<file path="config.mk">
export PLATFORM = sky130hd
export DESIGN_NAME = core_divider
export DESIGN_NICKNAME = d
export VERILOG_FILES = /design/src/rtl/core_pkg.sv /design/src/rtl/core_div_step.sv /design/src/rtl/core_divider.sv
export SDC_FILE = /design/constraint.sdc
export NUM_CORES = 1
export LEC_CHECK = 0
export ABC_CLOCK_PERIOD_IN_PS = 4800
export BUFFER_PORTS_ARGS = -buffer_cell sky130_fd_sc_hd__buf_2
export CORE_AREA = 2 2 155 157
export DETAILED_ROUTE_END_ITERATION = 6
export DIE_AREA = 0 0 157 159
export SLEW_MARGIN = 10
export SYNTH_ARGS = -nofsm -noshare
export SYNTH_HDL_FRONTEND = slang
export SYNTH_SLANG_ARGS = --single-unit
</file>
<file path="constraint.sdc">
create_clock -name clk_i -period 4.8 [get_ports clk_i]
set_input_delay 0.96 -clock clk_i [delete_from_list [all_inputs] [get_ports clk_i]]
set_output_delay 0.96 -clock clk_i [all_outputs]
set_load 0.1 [all_outputs]
</file>
<file path="src/rtl/core_pkg.sv">
// Shared execute-stage definitions: divider operation/state encodings and constants.
package core_pkg;

    typedef enum logic [1:0] {
        DIV  = 2'b00,
        DIVU = 2'b01,
        REM  = 2'b10,
        REMU = 2'b11
    } div_op_t;

    typedef enum logic [1:0] {
        IDLE = 2'b00,
        CALC = 2'b01,
        FIX  = 2'b10
    } div_state_t;

    localparam int unsigned DIV_STEPS = 32;
    localparam int unsigned CNT_W     = 6;
    localparam logic [31:0] INT_MIN   = 32'h8000_0000;
    localparam logic [31:0] ALL_ONES  = 32'hFFFF_FFFF;

    function automatic logic is_signed_op(input div_op_t op);
        return (op == DIV) || (op == REM);
    endfunction

    function automatic logic is_rem_op(input div_op_t op);
        return (op == REM) || (op == REMU);
    endfunction

    // Two's-complement negate when en is set, pass-through otherwise.
    function automatic logic [31:0] neg_if(input logic [31:0] x, input logic en);
        return en ? (~x + 32'd1) : x;
    endfunction

endpackage

</file>
<file path="src/rtl/core_div_step.sv">
// One restoring-division iteration: trial subtract, restore select, quotient bit.
module core_div_step #(
    parameter int unsigned XLEN = 32
) (
    input  logic [XLEN-1:0] rem_i,
    input  logic [XLEN-1:0] q_i,
    input  logic [XLEN-1:0] div_i,
    output logic [XLEN-1:0] rem_o,
    output logic [XLEN-1:0] q_o
);

    logic [XLEN:0] w_shifted;
    logic [XLEN:0] w_trial;

    assign w_shifted = {rem_i, q_i[XLEN-1]};
    assign w_trial   = w_shifted - {1'b0, div_i};

    // Sign bit of the trial tells whether the divisor fit.
    always_comb begin
        if (!w_trial[XLEN]) begin
            rem_o = w_trial[XLEN-1:0];
            q_o   = {q_i[XLEN-2:0], 1'b1};
        end else begin
            rem_o = w_shifted[XLEN-1:0];
            q_o   = {q_i[XLEN-2:0], 1'b0};
        end
    end

endmodule

</file>
<file path="src/rtl/core_divider.sv">
// Multi-cycle RV32M divider (DIV/DIVU/REM/REMU), restoring, one quotient bit per cycle.
module core_divider
    import core_pkg::*;
#(
    parameter int unsigned XLEN = 32
) (
    input  logic            clk_i,
    input  logic            rst_i,
    input  logic            start_i,
    input  logic [1:0]      op_i,
    input  logic [XLEN-1:0] a_i,
    input  logic [XLEN-1:0] b_i,
    output logic            busy_o,
    output logic            done_o,
    output logic [XLEN-1:0] result_o
);

    div_state_t       r_state,   w_state;
    div_op_t          r_op,      w_op;
    logic             r_neg_q,   w_neg_q;
    logic             r_neg_r,   w_neg_r;
    logic             r_special, w_special;
    logic [CNT_W-1:0] r_count,   w_count;
    logic [XLEN-1:0]  r_q,       w_q;
    logic [XLEN-1:0]  r_rem,     w_rem;
    logic [XLEN-1:0]  r_div,     w_div;
    logic             r_busy,    w_busy;
    logic             r_done,    w_done;
    logic [XLEN-1:0]  r_result,  w_result;

    logic [XLEN-1:0]  w_step_rem;
    logic [XLEN-1:0]  w_step_q;

    div_op_t          w_op_in;
    logic             w_signed_in;
    logic             w_sa;
    logic             w_sb;
    logic [XLEN-1:0]  w_mag_a;
    logic [XLEN-1:0]  w_mag_b;
    logic             w_div_zero;
    logic             w_overflow;
    logic [XLEN-1:0]  w_fix_val;
    logic             w_fix_neg;

    core_div_step #(.XLEN(XLEN)) u_step (
        .rem_i (r_rem),
        .q_i   (r_q),
        .div_i (r_div),
        .rem_o (w_step_rem),
        .q_o   (w_step_q)
    );

    // Request decode: operand magnitudes, sign flags and special cases.
    assign w_op_in     = div_op_t'(op_i);
    assign w_signed_in = is_signed_op(w_op_in);
    assign w_sa        = w_signed_in & a_i[XLEN-1];
    assign w_sb        = w_signed_in & b_i[XLEN-1];
    assign w_mag_a     = neg_if(a_i, w_sa);
    assign w_mag_b     = neg_if(b_i, w_sb);
    assign w_div_zero  = (b_i == '0);
    assign w_overflow  = w_signed_in && (a_i == INT_MIN) && (b_i == ALL_ONES);

    // Special-case answers are preloaded and must not be sign-corrected.
    assign w_fix_val   = is_rem_op(r_op) ? r_rem : r_q;
    assign w_fix_neg   = !r_special && (is_rem_op(r_op) ? r_neg_r : r_neg_q);

    always_ff @(posedge clk_i) begin
        if (rst_i) begin
            r_state   <= IDLE;
            r_op      <= DIV;
            r_neg_q   <= 1'b0;
            r_neg_r   <= 1'b0;
            r_special <= 1'b0;
            r_count   <= '0;
            r_q       <= '0;
            r_rem     <= '0;
            r_div     <= '0;
            r_busy    <= 1'b0;
            r_done    <= 1'b0;
            r_result  <= '0;
        end else begin
            r_state   <= w_state;
            r_op      <= w_op;
            r_neg_q   <= w_neg_q;
            r_neg_r   <= w_neg_r;
            r_special <= w_special;
            r_count   <= w_count;
            r_q       <= w_q;
            r_rem     <= w_rem;
            r_div     <= w_div;
            r_busy    <= w_busy;
            r_done    <= w_done;
            r_result  <= w_result;
        end
    end

    always_comb begin
        w_state   = r_state;
        w_op      = r_op;
        w_neg_q   = r_neg_q;
        w_neg_r   = r_neg_r;
        w_special = r_special;
        w_count   = r_count;
        w_q       = r_q;
        w_rem     = r_rem;
        w_div     = r_div;
        w_done    = 1'b0;
        w_result  = r_result;

        case (r_state)
            IDLE: begin
                if (start_i) begin
                    w_op    = w_op_in;
                    w_neg_q = w_sa ^ w_sb;
                    w_neg_r = w_sa;
                    w_count = '0;
                    w_div   = w_mag_b;
                    if (w_div_zero) begin
                        w_q       = ALL_ONES;
                        w_rem     = a_i;
                        w_special = 1'b1;
                        w_state   = FIX;
                    end else if (w_overflow) begin
                        w_q       = INT_MIN;
                        w_rem     = '0;
                        w_special = 1'b1;
                        w_state   = FIX;
                    end else begin
                        w_q       = w_mag_a;
                        w_rem     = '0;
                        w_special = 1'b0;
                        w_state   = CALC;
                    end
                end
            end
            CALC: begin
                w_q     = w_step_q;
                w_rem   = w_step_rem;
                w_count = r_count + CNT_W'(1);
                if (r_count == CNT_W'(DIV_STEPS - 1)) begin
                    w_state = FIX;
                end
            end
            FIX: begin
                w_result = neg_if(w_fix_val, w_fix_neg);
                w_done   = 1'b1;
                w_state  = IDLE;
            end
            default: begin
                w_state = IDLE;
            end
        endcase

        // Busy also covers the done cycle so the stall releases one cycle after completion.
        w_busy = (w_state != IDLE) || (r_state == FIX);
    end

    assign busy_o   = r_busy;
    assign done_o   = r_done;
    assign result_o = r_result;

endmodule
</file>
[Word-level counts from Yosys, hierarchy flattened]
Index checks and enable logic that the tools add are counted.
Storage, ports and cells
  register bits: 143
  bits of input ports: 69
  output and inout port bits: 34
  word-level logic and storage cells: 70
Operators by class
  $add $sub $neg: 5
  eq/ne operators: 9
  muxes and demuxes: 24
  bitwise logic cells: 6
  reductions and logical operators: 14
Operators with widths (count)
  $mux 32: 10
  $pmux 32 s2: 2
  $add 32x1->32 const B: 3
  $not 32->32: 3
  $eq 32x32->1 const B: 2
  $sub 33x32->33: 1
  $logic_not 32->1: 1
  $pmux 6 s2: 1
  $eq 2x2->1 const B: 4
  $mux 2: 4
  $add 6x1->6 const B: 1
  $eq 6x5->1 const B: 1
  $mux 6: 1
  $mux 1: 5
  $logic_not 2->1: 2
  $pmux 2 s2: 1
  $reduce_and 2->1: 2
  $reduce_bool 2->1: 2
  $logic_and 1x1->1: 3
  $logic_or 1x1->1: 3
  $and 1x1->1: 2
  $eq 2x1->1 const B: 1
  $ne 2x2->1 const B: 1
  $logic_not 1->1: 1
  $xor 1x1->1: 1

[Longest topological paths before layout]
Gate-level depths: netlist of the first run.
  depth in word-level cells: 10
  depth in mapped cells: 16
  gate-level depth less buffers: 12

[Hierarchy]
Synthesis of the first run repeated with hierarchy kept, for this count alone.
Unflattened totals
  cells, all modules: 1392
  area, all modules: 10812.9 sq um
Modules (own cells, without submodules)
  core_divider: instances 1, cells an instance 1056, area each 8216.6 sq um, seq. area each 2842.7 sq um
  core_div_step: instances 1, cells an instance 336, area each 2596.2 sq um, seq. area each 0.0 sq um

[Worst setup path after synthesis of the first run]
OpenSTA, ideal clock, no wires.
  kind: reg2reg
  start point: register r_op[1]
  end point: register r_result[24] (netlist: result_o[24])
  arrival time: 3.653 ns
  path slack: 1.077 ns
  stages on the path, launching flop included: 17
  buffers on the path: 6
  path through: dfxtp_1 buf_2 buf_2 buf_2 buf_2 buf_2 buf_2 mux2i_1 ha_1 o2111ai_1 nor4_4 and3_1 nand3_1 o21ai_0 xor2_1 nand2_1 a21oi_1
Between the ends
  longest elaborated chain between the ends: 6
  elaborated cells on any way between the ends: 9
  those cells by class: 1 x add/sub; 2 x eq/ne; 3 x mux; 1 x bitwise; 2 x reduce/logical
RTL lines
  start, declared: line core_divider.sv:19  | div_op_t r_op, w_op;
  start signal, assigned: line core_divider.sv:83  | r_op <= w_op;
  $eq 2x2->1: line core_pkg.sv:27  | return (op == REM) || (op == REMU);
  $logic_or 1x1->1 (*): line core_pkg.sv:27
  $mux 32: line core_divider.sv:64  | assign w_fix_val = is_rem_op(r_op) ? r_rem : r_q;
  $not 32->32: line core_pkg.sv:32  | return en ? (~x + 32'd1) : x;
  $add 32x1->32: line core_pkg.sv:32
  $mux 32 (*): line core_pkg.sv:32
  end signal, assigned: line core_divider.sv:93  | r_result <= w_result;
  end, declared: line core_divider.sv:29  | logic [XLEN-1:0] r_result, w_result;
Every way passes the cells marked *; elsewhere a longest branch is shown, timed or not.
A chain may end at the register's enable or synchronous reset.

[Worst setup path in the final report of the first run]
  start point: register r_q[31]
  end point: register r_rem[24]
Between the ends
  longest elaborated chain between the ends: 3
RTL lines
  start, declared: line core_divider.sv:24  | logic [XLEN-1:0] r_q, w_q;
  start signal, assigned: line core_divider.sv:88  | r_q <= w_q;
  $sub 33x32->33: line core_div_step.sv:16  | assign w_trial = w_shifted - {1'b0, div_i};
  $mux 32: line core_div_step.sv:20  | if (!w_trial[XLEN]) begin
  $pmux 32 s2: line core_divider.sv:110  | case (r_state)
  end signal, assigned: line core_divider.sv:89  | r_rem <= w_rem;
  end, declared: line core_divider.sv:25  | logic [XLEN-1:0] r_rem, w_rem;
Every way passes these cells.

==> results of run 1 <==
stage by stage:
step | util [%] | area [um^2] | power [uW] | hold WS (ns)
2_1_floorplan | - | 10350 | 2716 | 0.4319
3_3_place_gp | 47.76 | 11080 | 3126 | 0.4343
3_5_place_dp | 47.76 | 11080 | 3140 | 0.4412
4_1_cts | 50.34 | 11670 | 4507 | 0.4483
5_1_grt | 50.35 | 11680 | 4787 | 0.4597
6_report | 50.35 | 11680 | 4501 | 0.4454
cell usage after synthesis (all sizes together) (4+ instances only):
library cell / number / share of area, %
xnor2: 51 / 4.3
nand2b: 10 / 0.60
nor3b: 9 / 0.76
or2: 4 / 0.24
o41ai: 5 / 0.50
mux2: 5 / 0.54
nand4: 18 / 1.1
nor2b: 10 / 0.60
a21o: 20 / 1.5
a221oi: 14 / 1.2
nand2: 127 / 4.7
or3: 20 / 1.2
buf: 21 / 1.2
nand3: 26 / 1.3
o211ai: 10 / 0.73
mux2i: 31 / 3.0
a31oi: 22 / 1.3
o21bai: 5 / 0.40
xor2: 51 / 4.3
inv: 51 / 1.8
o31ai: 14 / 1.1
nor3: 36 / 1.8
a311oi: 9 / 0.88
and3: 11 / 0.66
a2111oi: 15 / 1.3
a21oi: 124 / 6.0
o21ai: 55 / 2.7
and2: 11 / 0.68
a211oi: 57 / 4.4
clkbuf: 71 / 2.6
dfxtp: 142 / 27
or4: 10 / 0.80
ha: 37 / 4.5
o21a: 17 / 1.2
nor2: 186 / 6.9
nor4: 30 / 2.1
power by group through the flow:
stage	Sequential (uW)	Clock, uW	Combinational (uW)
after floorplan	1390	0	1330
after global placement	1440	0	1690
after detailed placement	1440	0	1700
after CTS	1420	1380	1710
after global routing	1430	1430	1920
final	1420	1350	1720
worst min-delay path: stages, from the launching register on:
cell	delay, ns
dfxtp_1	0.31
nand2_1	0.05
a21oi_1	0.05
layer usage:
layer | vias to the layer above | track usage, % | part of all wire, %
li1 | 5121 | - | -
met1 | 4442 | 35.19 | 51
met2 | 259 | 36.08 | 43
met3 | 36 | 3.511 | 4.6
met4 | 0 | 7.006 | 1.9
met5 | - | 0 | 0
cell families after synthesis:
logic type / count (synthesis) / share of synthesized area (%)
xor+xnor: 102 / 8.628
fa+ha+maj: 38 / 4.665
flops: 142 / 27.46
simple gates: 517 / 24.13
mux: 36 / 3.541
compound gates: 399 / 25.99
buf+inv: 143 / 5.583
sequential cells by signal, indices dropped and copies added (netlist names):
name       flops
r_op           1
r_div         32
r_rem         32
r_count        6
busy_o         1
result_o      32
r_special      1
r_state        2
r_neg_q        1
r_q           32
done_o         1
r_neg_r        1
how the worst min path moves through the flow:
| stage | depth (start not counted) | from | slack (ns) | end |
|---|---|---|---|---|
| 4_1_cts | 2 | result_o[9] | 0.45 | result_o[9] |
| 6_report | 2 | result_o[9] | 0.45 | result_o[9] |
| 2_1_floorplan | 2 | r_div[26] | 0.43 | r_div[26] |
| 5_1_grt | 2 | result_o[9] | 0.46 | result_o[9] |
| 3_5_place_dp | 2 | result_o[9] | 0.44 | result_o[9] |
| 3_3_place_gp | 2 | result_o[13] | 0.43 | result_o[13] |
area by class of cell:
class                           count  share of cell area (%)
Tap cell                          319                   3.418
Antenna cell                        1                 0.02143
Multi-Input combinational cell   1092                   59.56
Clock buffer                       19                   3.707
Inverter                           51                   1.639
Timing Repair Buffer              125                   5.872
Clock inverter                     13                   1.425
Sequential cell                   142                   24.35
==> out/summary.txt, run 1 <==
Die area: 0.02496 mm^2
Data arrival time of the critical path: 3.97 ns
Synth async-reset ratio: 0%
Drt drc: 0
R2R Path Start: r_q[31]
Worst Setup EP: r_rem[24]
FF+latch count, synth: 142
Crit path capture type: flip-flop
Crit path top cell by count: buf_4
Pre-CTS WS: 0.8608 ns
DRT iter0 DRCs: 746
Syn Nets: 1484
Hold_buf cts: 0
# fillers: 2360
WL/cell: 16.84 um
Core area: 0.02319 mm^2
Sequential area share after synthesis: 27.46%
Buf+Inv Stages, Crit Path: 4
Most frequent cells in the layout: 182 x nor2_1, 141 x dfxtp_1, 125 x nand2_1
Area added between synthesis and finish: 12.79%
Synthesized cell area: 0.01035 mm^2
Commonest non-fill, non-tap cell in the layout: nor2_1
TritonCTS buffer count: 17
Starting density of the core: 44.64%
Main flop type after synthesis: dfxtp_1
Max cap viols: 0
Setup TNS: 0 ns
DR vias/cell: 5.595
Final min period: 3.634 ns
Final Hold Viols: 0
Clock sinks: 142
Total track usage: 23.94%
Levels on crit path: 15
Internal power: 2776 uW
Std cell rows: 56
Final setup fails: 0
Critical path launch point type: flip-flop
Worst r2r dst: r_rem[24]
Power Dens Cells: 385.5 mW/mm^2
Worst Skew: 0.008755 ns
Logic pwr share: 38.3%
Die width: 157 um
Clk buf depth: 2
CTS tree: built
Mean Syn Cell Area: 7.519 um^2
FF/Latch Area: 0.002844 mm^2
PnR worst setup slack: 1.166 ns
H-tree depth: 4
First-pass GRT wire length: 48390 um
Combined area of the multi-input logic cells: 0.006955 mm^2
Post-Route WL: 29670 um
DRT antenna net count: 0
Layout net count: 1536
Antenna violations before repair: 1
Fin. max-slew vios: 0
Skew-Pair Late Insertion Delay: 0.43 ns
Outcome: finished, final reports clean
Register share of total power: 31.6%
Routed vias: 9858
P_leak: 0.004484 uW
Post-DP HPWL: 22180 um
VDD IR max: 178.9 uV
Clk slew on worst S/H paths: 0.06 ns
Slew @ Worst Pin: 1.161 ns
Postcts setup bufs: 0
Req. time, crit path: 5.14 ns
Switching Fraction: 38.33%
RSZ-0062 raised after global routing: false
Die Y: 159 um
Cell Count, Final, Fillers Out: 1762
Ports: 103
HP Class: flip-flop to flip-flop
Critical path type: flip-flop to flip-flop
Port Buffers: 102
Crit-path cells: buf_4 > inv_1 > ha_1 > fa_1 > nand2b_1 > a21o_1 > nand3_1 > a21oi_1 > a21oi_2 > nor4_2 > buf_4 > nor2_1 > buf_4 > a31oi_1 > a311oi_2
Ratio of cells with drive above 1 in the final layout: 13.73%
Pre-antenna DRT Iters: 4
Clock share of power: 30.1%
Largest net degree at the start of global routing: 83
Vias in the first global route: 9032
Count of cell types in the netlist: 77
Final period util: 75.70%
Root Buffer: clkbuf_16
Critical Path Start: r_q[31]
RD Place Congestion: 0.8917
CP peak stage delay: 0.46 ns
Post-synth EDFFs: 0
Yosys Warn Count: 0
Worst slew margin: 22.44%
FF-to-FF path depth: 15
Net switching power: 1725 uW
F_max: 275.2 MHz
Resize count post-CTS: 0
Synth Instances: 1377
Cell family with the largest share of critical-path delay: compound AO/OA/AOI/OAI gates
Crit path max fanout: 17
Cells after DPL: 1729
GR Overflow Total: 0
R2R setup slack: 1.17 ns
Slowest library cell on the worst path: nor2_1
Note: power is estimated with default switching activity, not from simulation.
==> run 2, diff against run 1 <==
ABC_AREA = 1   (was not set)
ABC_CLOCK_PERIOD_IN_PS = 3550   (was 4800)
CORE_AREA = 2 2 166 168   (was 2 2 155 157)
DIE_AREA = 0 0 168 170   (was 0 0 157 159)
clock period = 3.55 ns   (was 4.8 ns; I/O delays follow)
==> run 2 against run 1 <==
Against the previous run: the flow now finishes with violations (design-rule violations); global-route usage rose by 5.6 points; final area rose by 13%; largest power group unchanged; die area rose by 14%; count of clock-buffer cells in the layout did not move.
==> out/summary.txt, run 2 <==
R2R setup slack: 0.67 ns (-0.50 ns)
Mean Syn Cell Area: 5.811 um^2 (-23%)
TritonCTS buffer count: 17 (unchanged)
CTS tree: built
Max cap viols: 0 (unchanged)
Final period util: 81.17% (+5.5 points)
Skew-Pair Late Insertion Delay: 0.43 ns (about the same)
Final setup fails: 0 (unchanged)
Final Cell Area: 0.01320 mm^2 (+13%)
Clock sinks: 142 (unchanged)
Compound-Gate Fraction of Synth Area: 17.20% (-8.8 points)
Syn Nets: 2141 (+44%)
Worst r2r dst: r_rem[31]
Resize count post-CTS: 0 (unchanged)
Sequential area share after synthesis: 24.05% (-3.4 points)
Antenna cells: 0 (-1)
Critical path type: flip-flop to flip-flop
RSZ-0062 raised after global routing: false
Worst Setup EP: r_rem[31]
DP Area: 0.01260 mm^2 (+14%)
Data arrival time of the critical path: 3.24 ns (-0.73 ns)
Die Y: 170 um (+6.9%)
P_leak: 0.006908 uW (+54%)
Simple-Gate Fraction of Synth Area: 35.58% (+11 points)
Power Dens Cells: 476.0 mW/mm^2 (+23%)
Critical Path Start: r_q[31]
DRT iter0 DRCs: 1271 (+70%)
Post-synthesis mux area share: 0% (-3.5 points)
R2R Path Start: r_q[31]
Req. time, crit path: 3.91 ns (-1.23 ns)
Largest family of logic cells by synthesized area: simple AND/OR/NAND/NOR gates
Starting density of the core: 44.35% (-0.30 points)
Total track usage: 29.57% (+5.6 points)
Routed vias: 13060 (+32%)
Port Buffers: 102 (unchanged)
Drt drc: 5 (+5)
Largest cells by area after synthesis: dfxtp_1 24%, nand2_1 19%, inv_1 11%, a21oi_1 6.1%, nor2_1 5.7%
Die area: 0.02856 mm^2 (+14%)
Post-DP HPWL: 33350 um (+50%)
Post-synthesis xor/xnor area fraction: 4.669% (-4.0 points)
GR Overflow Total: 0 (unchanged)
Synth Area in Adders: 4.086% (-0.58 points)
Ratio of cells with drive above 1 in the final layout: 9.801% (-3.9 points)
Most frequent cells in the layout: 600 x nand2_1, 355 x inv_1, 179 x nor2_1
Area added between synthesis and finish: 11.68%
RD Place Congestion: 0.9808 (+10%)
Worst slew margin: 33.43% (+11 points)
Outcome: finished, violations left
Crit path max fanout: 33 (+16)
Slew @ Worst Pin: 0.9974 ns (-0.1636 ns)
Violated checks: design-rule violations
Postcts setup bufs: 0 (unchanged)
DR vias/cell: 5.324 (-4.8%)
WL/cell: 17.09 um (+1.5%)
Ports: 103 (unchanged)
Final min period: 2.882 ns (-0.7519 ns)
H-tree depth: 4 (unchanged)
Final core utilization: 49.53% (-0.82 points)
Std cell rows: 60 (+7.1%)
Post-synth EDFFs: 0 (unchanged)
# fillers: 2904 (+23%)
Antenna violations before repair: 0 (-1)
Core area: 0.02665 mm^2 (+15%)
Largest net degree at the start of global routing: 58 (-30%)
Critical path launch point type: flip-flop
FF-to-FF path depth: 18 (+3)
Synth Instances: 2034 (+48%)
Layout net count: 2208 (+44%)
Count of cell types in the netlist: 49 (-36%)
Clk slew on worst S/H paths: 0.06 ns (about the same)
Vias in the first global route: 12080 (+34%)
Hold_buf cts: 0 (unchanged)
Fin. max-slew vios: 0 (unchanged)
Synth async-reset ratio: 0% (unchanged)
Commonest cells in the netlist: 600 x nand2_1, 356 x inv_1, 181 x nor2_1, 144 x a21oi_1, 142 x dfxtp_1
FF+latch count, synth: 142 (unchanged)
Root Buffer: clkbuf_16
HP Class: flip-flop to flip-flop
First-pass GRT wire length: 66030 um (+36%)
Top-area cell type share of the netlist area: 24.05% (-3.4 points)
Clk buf depth: 2 (unchanged)
F_max: 347.0 MHz (+26%)
Post-Route WL: 41930 um (+41%)
Yosys Warn Count: 0 (unchanged)
VDD IR max: 219.6 uV (+23%)
Commonest non-fill, non-tap cell in the layout: nand2_1
Yosys top cell by area: dfxtp_1
Synthesized cell area: 0.01182 mm^2 (+14%)
Pre-antenna DRT Iters: 7 (+3)
Crit path capture type: flip-flop
Worst Skew: 0.01829 ns (+0.009535 ns)
Count leader, synth: nand2_1
Die width: 168 um (+7.0%)
Setup TNS: 0 ns (unchanged)
Final Hold Viols: 0 (unchanged)
Main flop type after synthesis: dfxtp_1
DRT antenna net count: 0 (unchanged)
[run 2: metal layers]
layer	vias up	track usage [%]	wire length, um
li1	6586	-	-
met1	5943	43.79	20360
met4	0	8.242	920
met5	-	0	0
met3	47	4.326	3317
met2	484	44.38	17330
[run 2: through the flow]
step           total power, uW  setup WS (ns)  cells  hold WS, ns
2_1_floorplan             3667          1.293   2034       0.4453
3_3_place_gp              4382         0.7540   2423       0.4573
3_5_place_dp              4393         0.7024   2423       0.4595
4_1_cts                   6258         0.6912   2453       0.4690
5_1_grt                   6711         0.3663   2453       0.5102
6_report                  6282         0.6683   2453       0.4730
[run 2: how the worst min path moves through the flow]
stage | from | end | depth (start not counted)
floorplan | r_div[31] | r_div[31] | 2
global placement | r_div[31] | r_div[31] | 2
detailed placement | r_div[31] | r_div[31] | 2
CTS | r_div[31] | r_div[31] | 2
global route | r_count[3] | r_count[3] | 2
finish | r_div[31] | r_div[31] | 2
[run 2: area by class of cell]
class / count / area, um^2 / area share, %
Multi-Input combinational cell: 1458 / 7295 / 55.27
Clock inverter: 11 / 153.9 / 1.166
Timing Repair Buffer: 122 / 685.7 / 5.195
Clock buffer: 19 / 442.9 / 3.356
Sequential cell: 142 / 2844 / 21.55
Inverter: 360 / 1351 / 10.24
Tap cell: 341 / 426.7 / 3.233
[run 2: kinds of logic after synthesis]
kind of cell | Yosys count
XOR/XNOR | 63
adder cells (fa/ha/maj) | 38
AO/OA/AOI/OAI | 351
buffers and inverters | 434
flip-flops | 142
AND/OR/NAND/NOR | 1006
[run 2: power breakdown]
group / internal (uW) / total, uW / switching [uW]
logic: 797 / 2560 / 1760
clock network: 1130 / 1870 / 744
registers: 1720 / 1850 / 136
total: 3640 / 6280 / 2640
[run 2: critical path: stages, from the launching register on]
cell     delay, ns
dfxtp_1       0.36
inv_1         0.07
ha_1          0.22
fa_1          0.41
inv_1         0.09
nand3_1       0.08
nand2_2       0.11
nand2_1       0.05
nand2_1       0.12
nand2_1       0.06
nand2_1       0.13
nand2_2       0.10
nand2_2       0.08
nand2_2       0.09
nand2_4       0.28
nand2_1       0.26
nand2_1       0.12
nand2_1       0.05
a21oi_1       0.11
